<file path="src/rtl/pfpu_f2i_pipe_if.sv">
// pfpu_f2i_pipe_if: operand/result bundle between the PFPU sequencer (master)
// and the float-to-fixed converter (slave).
interface pfpu_f2i_pipe_if #(
    parameter int OUT_W = 32
);
    logic [31:0]             a;
    logic                    valid_i;
    logic                    round_i;
    logic signed [OUT_W-1:0] r;
    logic                    valid_o;
    logic                    ovf_o;

    modport master (
        output a, valid_i, round_i,
        input  r, valid_o, ovf_o
    );

    modport slave (
        input  a, valid_i, round_i,
        output r, valid_o, ovf_o
    );
endinterface

</file>
<file path="src/rtl/pfpu_f2i_pipe.sv">
// pfpu_f2i_pipe: two-stage IEEE-754 single to signed fixed-point converter.
// Stage 1 aligns the mantissa and extracts guard/sticky; stage 2 rounds,
// applies the sign and saturates. Defining PFPU_F2I_FLAGS_EN adds the sticky
// {invalid, overflow} flags_o port.
module pfpu_f2i_pipe #(
    parameter int OUT_W  = 32,
    parameter int FRAC_W = 0
) (
    input  logic           sys_clk,
    input  logic           alu_rst,
    pfpu_f2i_pipe_if.slave bus
`ifdef PFPU_F2I_FLAGS_EN
    ,
    output logic [1:0]     flags_o
`endif
);
    // One extra magnitude bit keeps the rounding carry visible.
    localparam int MAG_W = OUT_W + 1;
    localparam logic [MAG_W-1:0] MAX_MAG = MAG_W'((64'd1 << (OUT_W - 1)) - 64'd1);
    localparam logic [MAG_W-1:0] MIN_MAG = MAG_W'(64'd1 << (OUT_W - 1));
    localparam logic [OUT_W-1:0] POS_SAT = {1'b0, {(OUT_W-1){1'b1}}};
    localparam logic [OUT_W-1:0] NEG_SAT = {1'b1, {(OUT_W-1){1'b0}}};

    // Round-to-nearest-even on the unsigned magnitude; truncation when rnd=0.
    function automatic logic [MAG_W-1:0] round_mag(input logic [MAG_W-1:0] m,
                                                   input logic grd,
                                                   input logic stk,
                                                   input logic rnd);
        logic inc;
        inc = rnd & grd & (stk | m[0]);
        return m + MAG_W'(inc);
    endfunction

    // Apply sign and clamp; returns {ovf, result}. The negative range reaches
    // one step further than the positive one.
    function automatic logic [OUT_W:0] saturate(input logic [MAG_W-1:0] m,
                                                input logic neg,
                                                input logic is_nan,
                                                input logic is_inf,
                                                input logic big_pos,
                                                input logic big_neg);
        logic [OUT_W-1:0] res;
        logic             ovf;
        res = m[OUT_W-1:0];
        ovf = 1'b0;
        if (is_nan) begin
            res = '0;
            ovf = 1'b1;
        end else if (!neg) begin
            if (is_inf || big_pos || (m > MAX_MAG)) begin
                res = POS_SAT;
                ovf = 1'b1;
            end
        end else if (is_inf || big_neg || (m > MIN_MAG)) begin
            res = NEG_SAT;
            ovf = 1'b1;
        end else begin
            res = -m[OUT_W-1:0];
        end
        return {ovf, res};
    endfunction

    logic             sign;
    logic [7:0]       expo;
    logic [22:0]      frac;
    logic [23:0]      mant;
    int               lead;
    int               k;
    logic [5:0]       sh;
    logic [63:0]      rsh;
    logic [MAG_W-1:0] mag;
    logic             grd, stk, zero, nan, inf, pre_ovf, huge;

    // Decode the operand and align the mantissa onto the fixed-point grid.
    always_comb begin
        sign    = bus.a[31];
        expo    = bus.a[30:23];
        frac    = bus.a[22:0];
        mant    = {1'b1, frac};
        lead    = int'({24'd0, expo}) - 127 + FRAC_W;
        k       = int'({24'd0, expo}) - 150 + FRAC_W;
        zero    = (expo == 8'd0);
        nan     = (expo == 8'hFF) && (frac != 23'd0);
        inf     = (expo == 8'hFF) && (frac == 23'd0);
        // pre_ovf: magnitude >= 2^(OUT_W-1); huge: magnitude >= 2^OUT_W,
        // which does not fit the magnitude register even after rounding.
        pre_ovf = !zero && (lead >= OUT_W - 1);
        huge    = !zero && (lead >= OUT_W);
        sh      = '0;
        rsh     = '0;
        mag     = '0;
        grd     = 1'b0;
        stk     = 1'b0;
        if (k >= 0) begin
            sh  = (k > 40) ? 6'd40 : 6'(k);
            mag = MAG_W'({40'd0, mant} << sh);
        end else begin
            // Any shift beyond 25 leaves guard=0 and sticky=1, so 40 is enough.
            sh  = (k < -40) ? 6'd40 : 6'(-k);
            rsh = {mant, 40'd0} >> sh;
            mag = MAG_W'(rsh[63:40]);
            grd = rsh[39];
            stk = |rsh[38:0];
        end
        if (zero) begin
            mag = '0;
            grd = 1'b0;
            stk = 1'b0;
        end
    end

    // ---- stage 1 boundary ----
    logic             vld_p1;
    logic             sign_p1, grd_p1, stk_p1, rnd_p1, nan_p1, inf_p1, pre_ovf_p1, huge_p1;
    logic [MAG_W-1:0] mag_p1;

    // Stage 1 valid: the only stage 1 state that sees reset.
    always_ff @(posedge sys_clk) begin
        if (alu_rst) vld_p1 <= 1'b0;
        else         vld_p1 <= bus.valid_i;
    end

    // Stage 1 data loads every cycle; qualified downstream by vld_p1.
    always_ff @(posedge sys_clk) begin
        sign_p1    <= sign;
        mag_p1     <= mag;
        grd_p1     <= grd;
        stk_p1     <= stk;
        rnd_p1     <= bus.round_i;
        nan_p1     <= nan;
        inf_p1     <= inf;
        pre_ovf_p1 <= pre_ovf;
        huge_p1    <= huge;
    end

    logic [MAG_W-1:0] mag_rnd;
    logic [OUT_W-1:0] res;
    logic             ovf;

    // Round the magnitude, then sign and saturate.
    always_comb begin
        mag_rnd    = round_mag(mag_p1, grd_p1, stk_p1, rnd_p1);
        {ovf, res} = saturate(mag_rnd, sign_p1, nan_p1, inf_p1, pre_ovf_p1, huge_p1);
    end

    // ---- stage 2 boundary ----
    logic             vld_p2, ovf_p2;
    logic [OUT_W-1:0] r_p2;

    // Output register; cleared by reset so the port idles at zero.
    always_ff @(posedge sys_clk) begin
        if (alu_rst) begin
            vld_p2 <= 1'b0;
            r_p2   <= '0;
            ovf_p2 <= 1'b0;
        end else begin
            vld_p2 <= vld_p1;
            r_p2   <= res;
            ovf_p2 <= ovf;
        end
    end

    assign bus.r       = r_p2;
    assign bus.valid_o = vld_p2;
    assign bus.ovf_o   = ovf_p2;

`ifdef PFPU_F2I_FLAGS_EN
    logic [1:0] flags;

    // Sticky flags update on the edge that presents the result; reset wins.
    always_ff @(posedge sys_clk) begin
        if (alu_rst)     flags <= 2'b00;
        else if (vld_p1) flags <= flags | {nan_p1, ovf & ~nan_p1};
    end

    assign flags_o = flags;
`endif
endmodule

</file>
<file path="src/flat_wrapper.sv">
// flat-port wrapper written by rule: the top's interface ports become plain ports
module pfpu_f2i_pipe_flat 
#(
    parameter int OUT_W  = 32,
    parameter int FRAC_W = 0
)
  (sys_clk, alu_rst, bus_a, bus_valid_i, bus_round_i, bus_r, bus_valid_o, bus_ovf_o);
  pfpu_f2i_pipe_if #(.OUT_W(OUT_W)) bus_i ();
  input  logic sys_clk;
  input  logic alu_rst;
  input wire logic [$bits(bus_i.a)-1:0] bus_a;
  input wire logic [$bits(bus_i.valid_i)-1:0] bus_valid_i;
  input wire logic [$bits(bus_i.round_i)-1:0] bus_round_i;
  output wire logic [$bits(bus_i.r)-1:0] bus_r;
  output wire logic [$bits(bus_i.valid_o)-1:0] bus_valid_o;
  output wire logic [$bits(bus_i.ovf_o)-1:0] bus_ovf_o;
  assign bus_i.a = bus_a;
  assign bus_i.valid_i = bus_valid_i;
  assign bus_i.round_i = bus_round_i;
  assign bus_r = bus_i.r;
  assign bus_valid_o = bus_i.valid_o;
  assign bus_ovf_o = bus_i.ovf_o;
  pfpu_f2i_pipe #(.OUT_W(OUT_W), .FRAC_W(FRAC_W)) u_core (.sys_clk(sys_clk), .alu_rst(alu_rst), .bus(bus_i));
endmodule
</file>
<file path="config.mk">
export PLATFORM = sky130hd
export DESIGN_NAME = pfpu_f2i_pipe_flat
export DESIGN_NICKNAME = d
export VERILOG_FILES = /design/src/rtl/pfpu_f2i_pipe_if.sv /design/src/rtl/pfpu_f2i_pipe.sv /design/src/flat_wrapper.sv
export SDC_FILE = /design/constraint.sdc
export NUM_CORES = 1
export LEC_CHECK = 0
export CORE_MARGIN = 2
export CORE_UTILIZATION = 50
export DETAILED_ROUTE_END_ITERATION = 12
export GPL_ROUTABILITY_DRIVEN = 0
export PLACE_DENSITY = 0.7
export SYNTH_ARGS = -nofsm -noshare
export SYNTH_HDL_FRONTEND = slang
export SYNTH_SLANG_ARGS = --single-unit
export TNS_END_PERCENT = 50
</file>
<file path="constraint.sdc">
create_clock -name sys_clk -period 13 [get_ports sys_clk]
set_clock_uncertainty 0.05 [all_clocks]
set_input_delay 3.25 -clock sys_clk [delete_from_list [all_inputs] [get_ports sys_clk]]
set_output_delay 3.25 -clock sys_clk [all_outputs]
set_load 0.02 [all_outputs]
</file>
* Word-level counts from Yosys, hierarchy flattened
Cells that the tools add are included.
Storage, ports and cells: bits in registers 76, bits of input ports 36, output and inout port bits 34, logic and storage cells 59
Operators by class: add/subtract/negate cells 5, $lt $le $gt $ge 7, equal/unequal tests 1, shift-type cells 2, mux-type cells 10, bitwise operators 4, reductions and logical operators 16
Operator list (number):
- $mux 32 | 3
- $shr 64x6->64 | 1
- $reduce_or 39->1 | 1
- $add 33x1->33 | 1
- $gt 33x31->1 const B | 1
- $gt 33x32->1 const B | 1
- $shl 24x6->33 | 1
- $ge 32x6->1 const B | 1
- $ge 32x7->1 const B | 1
- $neg 32->32 | 1
- $mux 24 | 1
- $logic_not 23->1 | 1
- $reduce_bool 23->1 | 1
- $mux 6 | 2
- $ge 9x1->1 const B | 1
- $gt 9x7->1 const B | 1
- $lt 9x7->1 const B | 1
- $sub 8x7->9 const B | 1
- $sub 8x8->9 const B | 1
- $eq 8x8->1 const B | 1
- $logic_not 8->1 | 1
- $neg 6->6 | 1
- $reduce_or 2->1 | 3
- $logic_and 1x1->1 | 4
- other kinds (6) | 13

* Logic depth before layout (Yosys ltp)
word-level depth 8, mapped depth 17, depth with buffers taken out 14

* Least setup slack after synthesis
OpenSTA, ideal clock, no wires.
kind input to register, from input bus_a[23], to register u_core.stk_p1, setup time 130 ps, data arrival time 6692 ps, required time 12820 ps, slack 6128 ps, stages on the path 15, buffers on the path 5, cells stage by stage clkbuf_1 > inv_1 > clkbuf_1 > ha_1 > buf_1 > clkbuf_1 > clkbuf_1 > mux2i_1 > nand2_1 > o21ai_1 > o211ai_1 > a31o_1 > or4_1 > a311oi_1 > o22ai_1
On the way: word-level cells in the longest chain between the ends 5, elaborated cells on any way between the ends 9, those cells by class add/sub: 2; order compare: 2; shift: 1; mux: 1; reduce/logical: 3
RTL lines:
- start: declaration | RTL line flat_wrapper.sv:11 | input wire logic [$bits(bus_i.a)-1:0] bus_a;
- $sub 8x8->9 | RTL line pfpu_f2i_pipe.sv:81 | k = int'({24'd0, expo}) - 150 + FRAC_W;
- $lt 9x7->1 or $neg 6->6 (tied branches) | RTL line pfpu_f2i_pipe.sv:99 | sh = (k < -40) ? 6'd40 : 6'(-k);
- $mux 6 | RTL line pfpu_f2i_pipe.sv:99
- $shr 64x6->64 | RTL line pfpu_f2i_pipe.sv:100 | rsh = {mant, 40'd0} >> sh;
- $reduce_or 39->1 | RTL line pfpu_f2i_pipe.sv:103 | stk = |rsh[38:0];
- end signal: assignment | RTL line pfpu_f2i_pipe.sv:128 | stk_p1 <= stk;
- end: declaration | RTL line pfpu_f2i_pipe.sv:114 | logic sign_p1, grd_p1, stk_p1, rnd_p1, nan_p1, inf_p1, pre_ovf_p1, huge_p1;
Several ways; a longest one is shown, not always the timed one. A chain may end at the register's enable or synchronous reset.

* Worst setup path in the final report
from input bus_a[24], to register u_core.stk_p1
The elaborated chain is that of the path after synthesis.

==> impl_metrics.tcl <==
set metrics [dict create \
    drtIter0Drc 1103 \
    synth_nets 1182 \
    cts_resized 0 \
    cpPeakStageDelay_ns 0.95 \
    layout_commonest_cell "nand2_1" \
    routed_wl_um 29260 \
    hold_ws_ns 0.4026 \
    status "finished, final reports clean" \
    nets 1176 \
    r2r_cells 14 \
    rsz0062_at_grt "false" \
    ys.flop_type "dfxtp_1" \
    pwr_density_cell_nw_per_um2 120.4 \
    min_path_cells 1 \
    async_flop_share_pct 0 \
    cp_common_cell "xor2_1" \
    num_rows 47 \
    critical_path_class "in2reg" \
    synth.avg_cell_area_um2 7.303 \
    multi_input_area_um2 6241 \
    dieArea_um2 17640 \
    critPathTopFamily "compound AO/OA/AOI/OAI gates" \
    hold_buffers 0 \
    end_kind "flop" \
    dpl.hpwl_um 21540 \
    tightest_slew_ns 1.311 \
    vias 9426 \
    power.leakage_uw 0.003503 \
    synth_compound_gate_area_share_pct 28.38 \
    worstHoldStart "u_core.vld_p1" \
    seq_area_frac_synth_pct 18.34 \
    fin_area_um2 9229 \
    grt_usage_pct 32.77 \
    io_pins 70 \
    antenna_found_initial 0 \
    vdd_drop_max_v 0.00007319 \
    h-tree-depth 3 \
    first_pass_iters 6 \
    clock_latency_ns 0.34 \
    syn_inst 1136 \
    grt_pass1_vias 8241 \
    grt.overflow.total 0 \
    cts_tree "yes" \
    root_buffer "clkbuf_16" \
    synth_edf_count 0 \
    grt_max_degree 50 \
    p_total_uw 1111 \
    slew_viol_final 0 \
    worstPathBufferInverterCount 2 \
    reg2reg_to "u_core.bus.r[15]" \
    die_y_um 132.8 \
    grt_pass1_wl_um 46370 \
    cp.arrival_ns 8.40 \
    rrSetupSlack_ns 7.65 \
    synth-simple-area-share_pct 27.60 \
    start_util_pct 50.57 \
    postPlaceCellArea_um2 8920 \
    ant_nets 0 \
    post_drt_via_cell_ratio 6.956 \
    synthMuxAreaShare_pct 12.25 \
    finalCritPeriodShare_pct 63.37 \
    setup_violations 0 \
    path_clk_slew_ns 0.06 \
    final_layout_size_suffix_gt1_share_pct 6.872 \
    slowest_stage "a21oi_2" \
    area_growth_pct 11.24 \
    remaining_drc_errors 0 \
    routedWlPerCell_um 21.59 \
    fp.coreArea_um2 16410 \
    crit_chain "clkdlybuf4s50_1 -> ha_1 -> xor2_1 -> buf_4 -> xor2_1 -> nor3_1 -> a21oi_2 -> a221oi_1 -> a211o_1 -> a32o_1 -> or4_1 -> a311oi_1 -> o22ai_1" \
    fmax_ghz 0.1214 \
    synth_adder_area_share_pct 1.508 \
    synth_top_family_by_area "compound AO/OA/AOI/OAI gates" \
    hold_violations 0 \
    clock_sinks 76 \
    r2r-start "u_core.mag_p1[0]" \
    worst_setup_path_start_kind "input pin" \
    nFillCells 1520 \
    relSlewSlack_pct 12.59 \
    regArea_um2 1521 \
    synth_xor_area_share_pct 5.489 \
    synth_warnings 0 \
    io_buffers 69 \
    holdPathEnd "u_core.bus.valid_o" \
    holdCritPathClass "reg2reg" \
    layout_common_cells "nand2_1, nor2_1, a21oi_1, dfxtp_1, clkdlybuf4s50_1" \
    postCtsSetupRepairBufs 0 \
    die_w_um 132.8 \
    cts_buffer_depth 2 \
    synth_seq_cells 76 \
    cap_violations 0 \
    crit_fanout 25 \
    synth.distinct_cells 88 \
    syn_area_um2 8297 \
    required_ns 13.16 \
    fin_crit_ns 8.238 \
    cts-buffers-inserted 9 \
    antenna_cells 0 \
    setup-tns-final_ns 0 \
]
-- metal layers --
layer / vias up / routed length (um) / track usage, %
met5: - / 0 / 0
li1: 4299 / - / -
met1: 4292 / 11760 / 43.92
met3: 134 / 3392 / 7.318
met4: 0 / 1564 / 15.11
met2: 701 / 12540 / 50.20
-- worst max path at each step --
| stage | cells past startpoint | from | slack, ns | endpoint |
|---|---|---|---|---|
| 2_1_floorplan | 15 | bus_a[23] | 6.13 | u_core.stk_p1 |
| 3_3_place_gp | 13 | bus_a[24] | 4.64 | u_core.stk_p1 |
| 3_5_place_dp | 13 | bus_a[24] | 4.62 | u_core.stk_p1 |
| 4_1_cts | 13 | bus_a[24] | 4.96 | u_core.stk_p1 |
| 5_1_grt | 16 | bus_a[23] | 4.50 | u_core.stk_p1 |
| 6_report | 13 | bus_a[24] | 4.76 | u_core.stk_p1 |
-- registers in the layout, indices dropped and copies added (netlist names) --
signal	flops
u_core.pre_ovf_p1	1
u_core.grd_p1	1
u_core.huge_p1	1
u_core.stk_p1	1
u_core.bus.ovf_o	1
u_core.rnd_p1	1
u_core.bus.valid_o	1
u_core.nan_p1	1
u_core.vld_p1	1
u_core.inf_p1	1
u_core.mag_p1	33
u_core.sign_p1	1
u_core.bus.r	32
-- cell usage after synthesis, types with 6 or more instances --
cell,instances,area (um2)
nand2_1,115,431.7
nor2_1,91,341.6
a21oi_1,82,410.4
dfxtp_1,76,1521
clkbuf_1,58,217.7
nand3_1,56,280.3
mux2i_1,54,540.5
o21ai_0,52,260.3
nor3_1,41,205.2
xnor2_1,32,280.3
o22ai_1,29,181.4
nand4_1,26,162.7
buf_2,25,125.1
and3_1,22,137.6
o211ai_1,22,165.2
a211oi_1,21,157.7
inv_1,21,78.83
xor2_1,20,175.2
a31oi_1,19,118.9
mux4_2,18,405.4
nor4_1,13,81.33
and2_1,12,75.07
nor2b_1,12,75.07
or3_1,12,75.07
a21o_1,10,75.07
a22o_1,10,87.58
ha_1,10,125.1
buf_1,9,33.78
a221oi_1,8,70.07
o21a_1,8,60.06
and4_1,7,61.31
o21ai_1,7,35.03
o31ai_1,7,52.55
a211o_1,6,52.55
a21boi_0,6,45.04
buf_4,6,45.04
nand3b_1,6,45.04
or4_1,6,45.04
-- through the flow --
step | std cells | setup slack [ns] | utilization (%)
after floorplan | 1136 | 6.128 | -
after global routing | 1355 | 4.500 | 56.25
after detailed placement | 1339 | 4.624 | 54.37
final | 1355 | 4.762 | 56.25
after CTS | 1355 | 4.956 | 56.25
after global placement | 1339 | 4.636 | 54.37
-- layout make-up --
| type | count | area share (%) |
|---|---|---|
| Tap cell | 220 | 2.983 |
| Clock inverter | 6 | 0.7592 |
| Inverter | 21 | 0.8541 |
| Timing Repair Buffer | 84 | 8.704 |
| Multi-Input combinational cell | 938 | 67.62 |
| Clock buffer | 10 | 2.589 |
| Sequential cell | 76 | 16.49 |
-- power breakdown --
part,internal (uW),leakage (uW),switching (uW)
sequential,260,0.000624,16.9
combinational,220,0.00272,356
clock,155,0.000153,103
-- cell families after synthesis --
group                    count (synthesis)
buffers and inverters                  122
AO/OA/AOI/OAI                          348
AND/OR/NAND/NOR                        450
multiplexers                            78
XOR/XNOR                                52
flip-flops                              76
adder cells (fa/ha/maj)                 10
(Power assumes the default switching activity.)
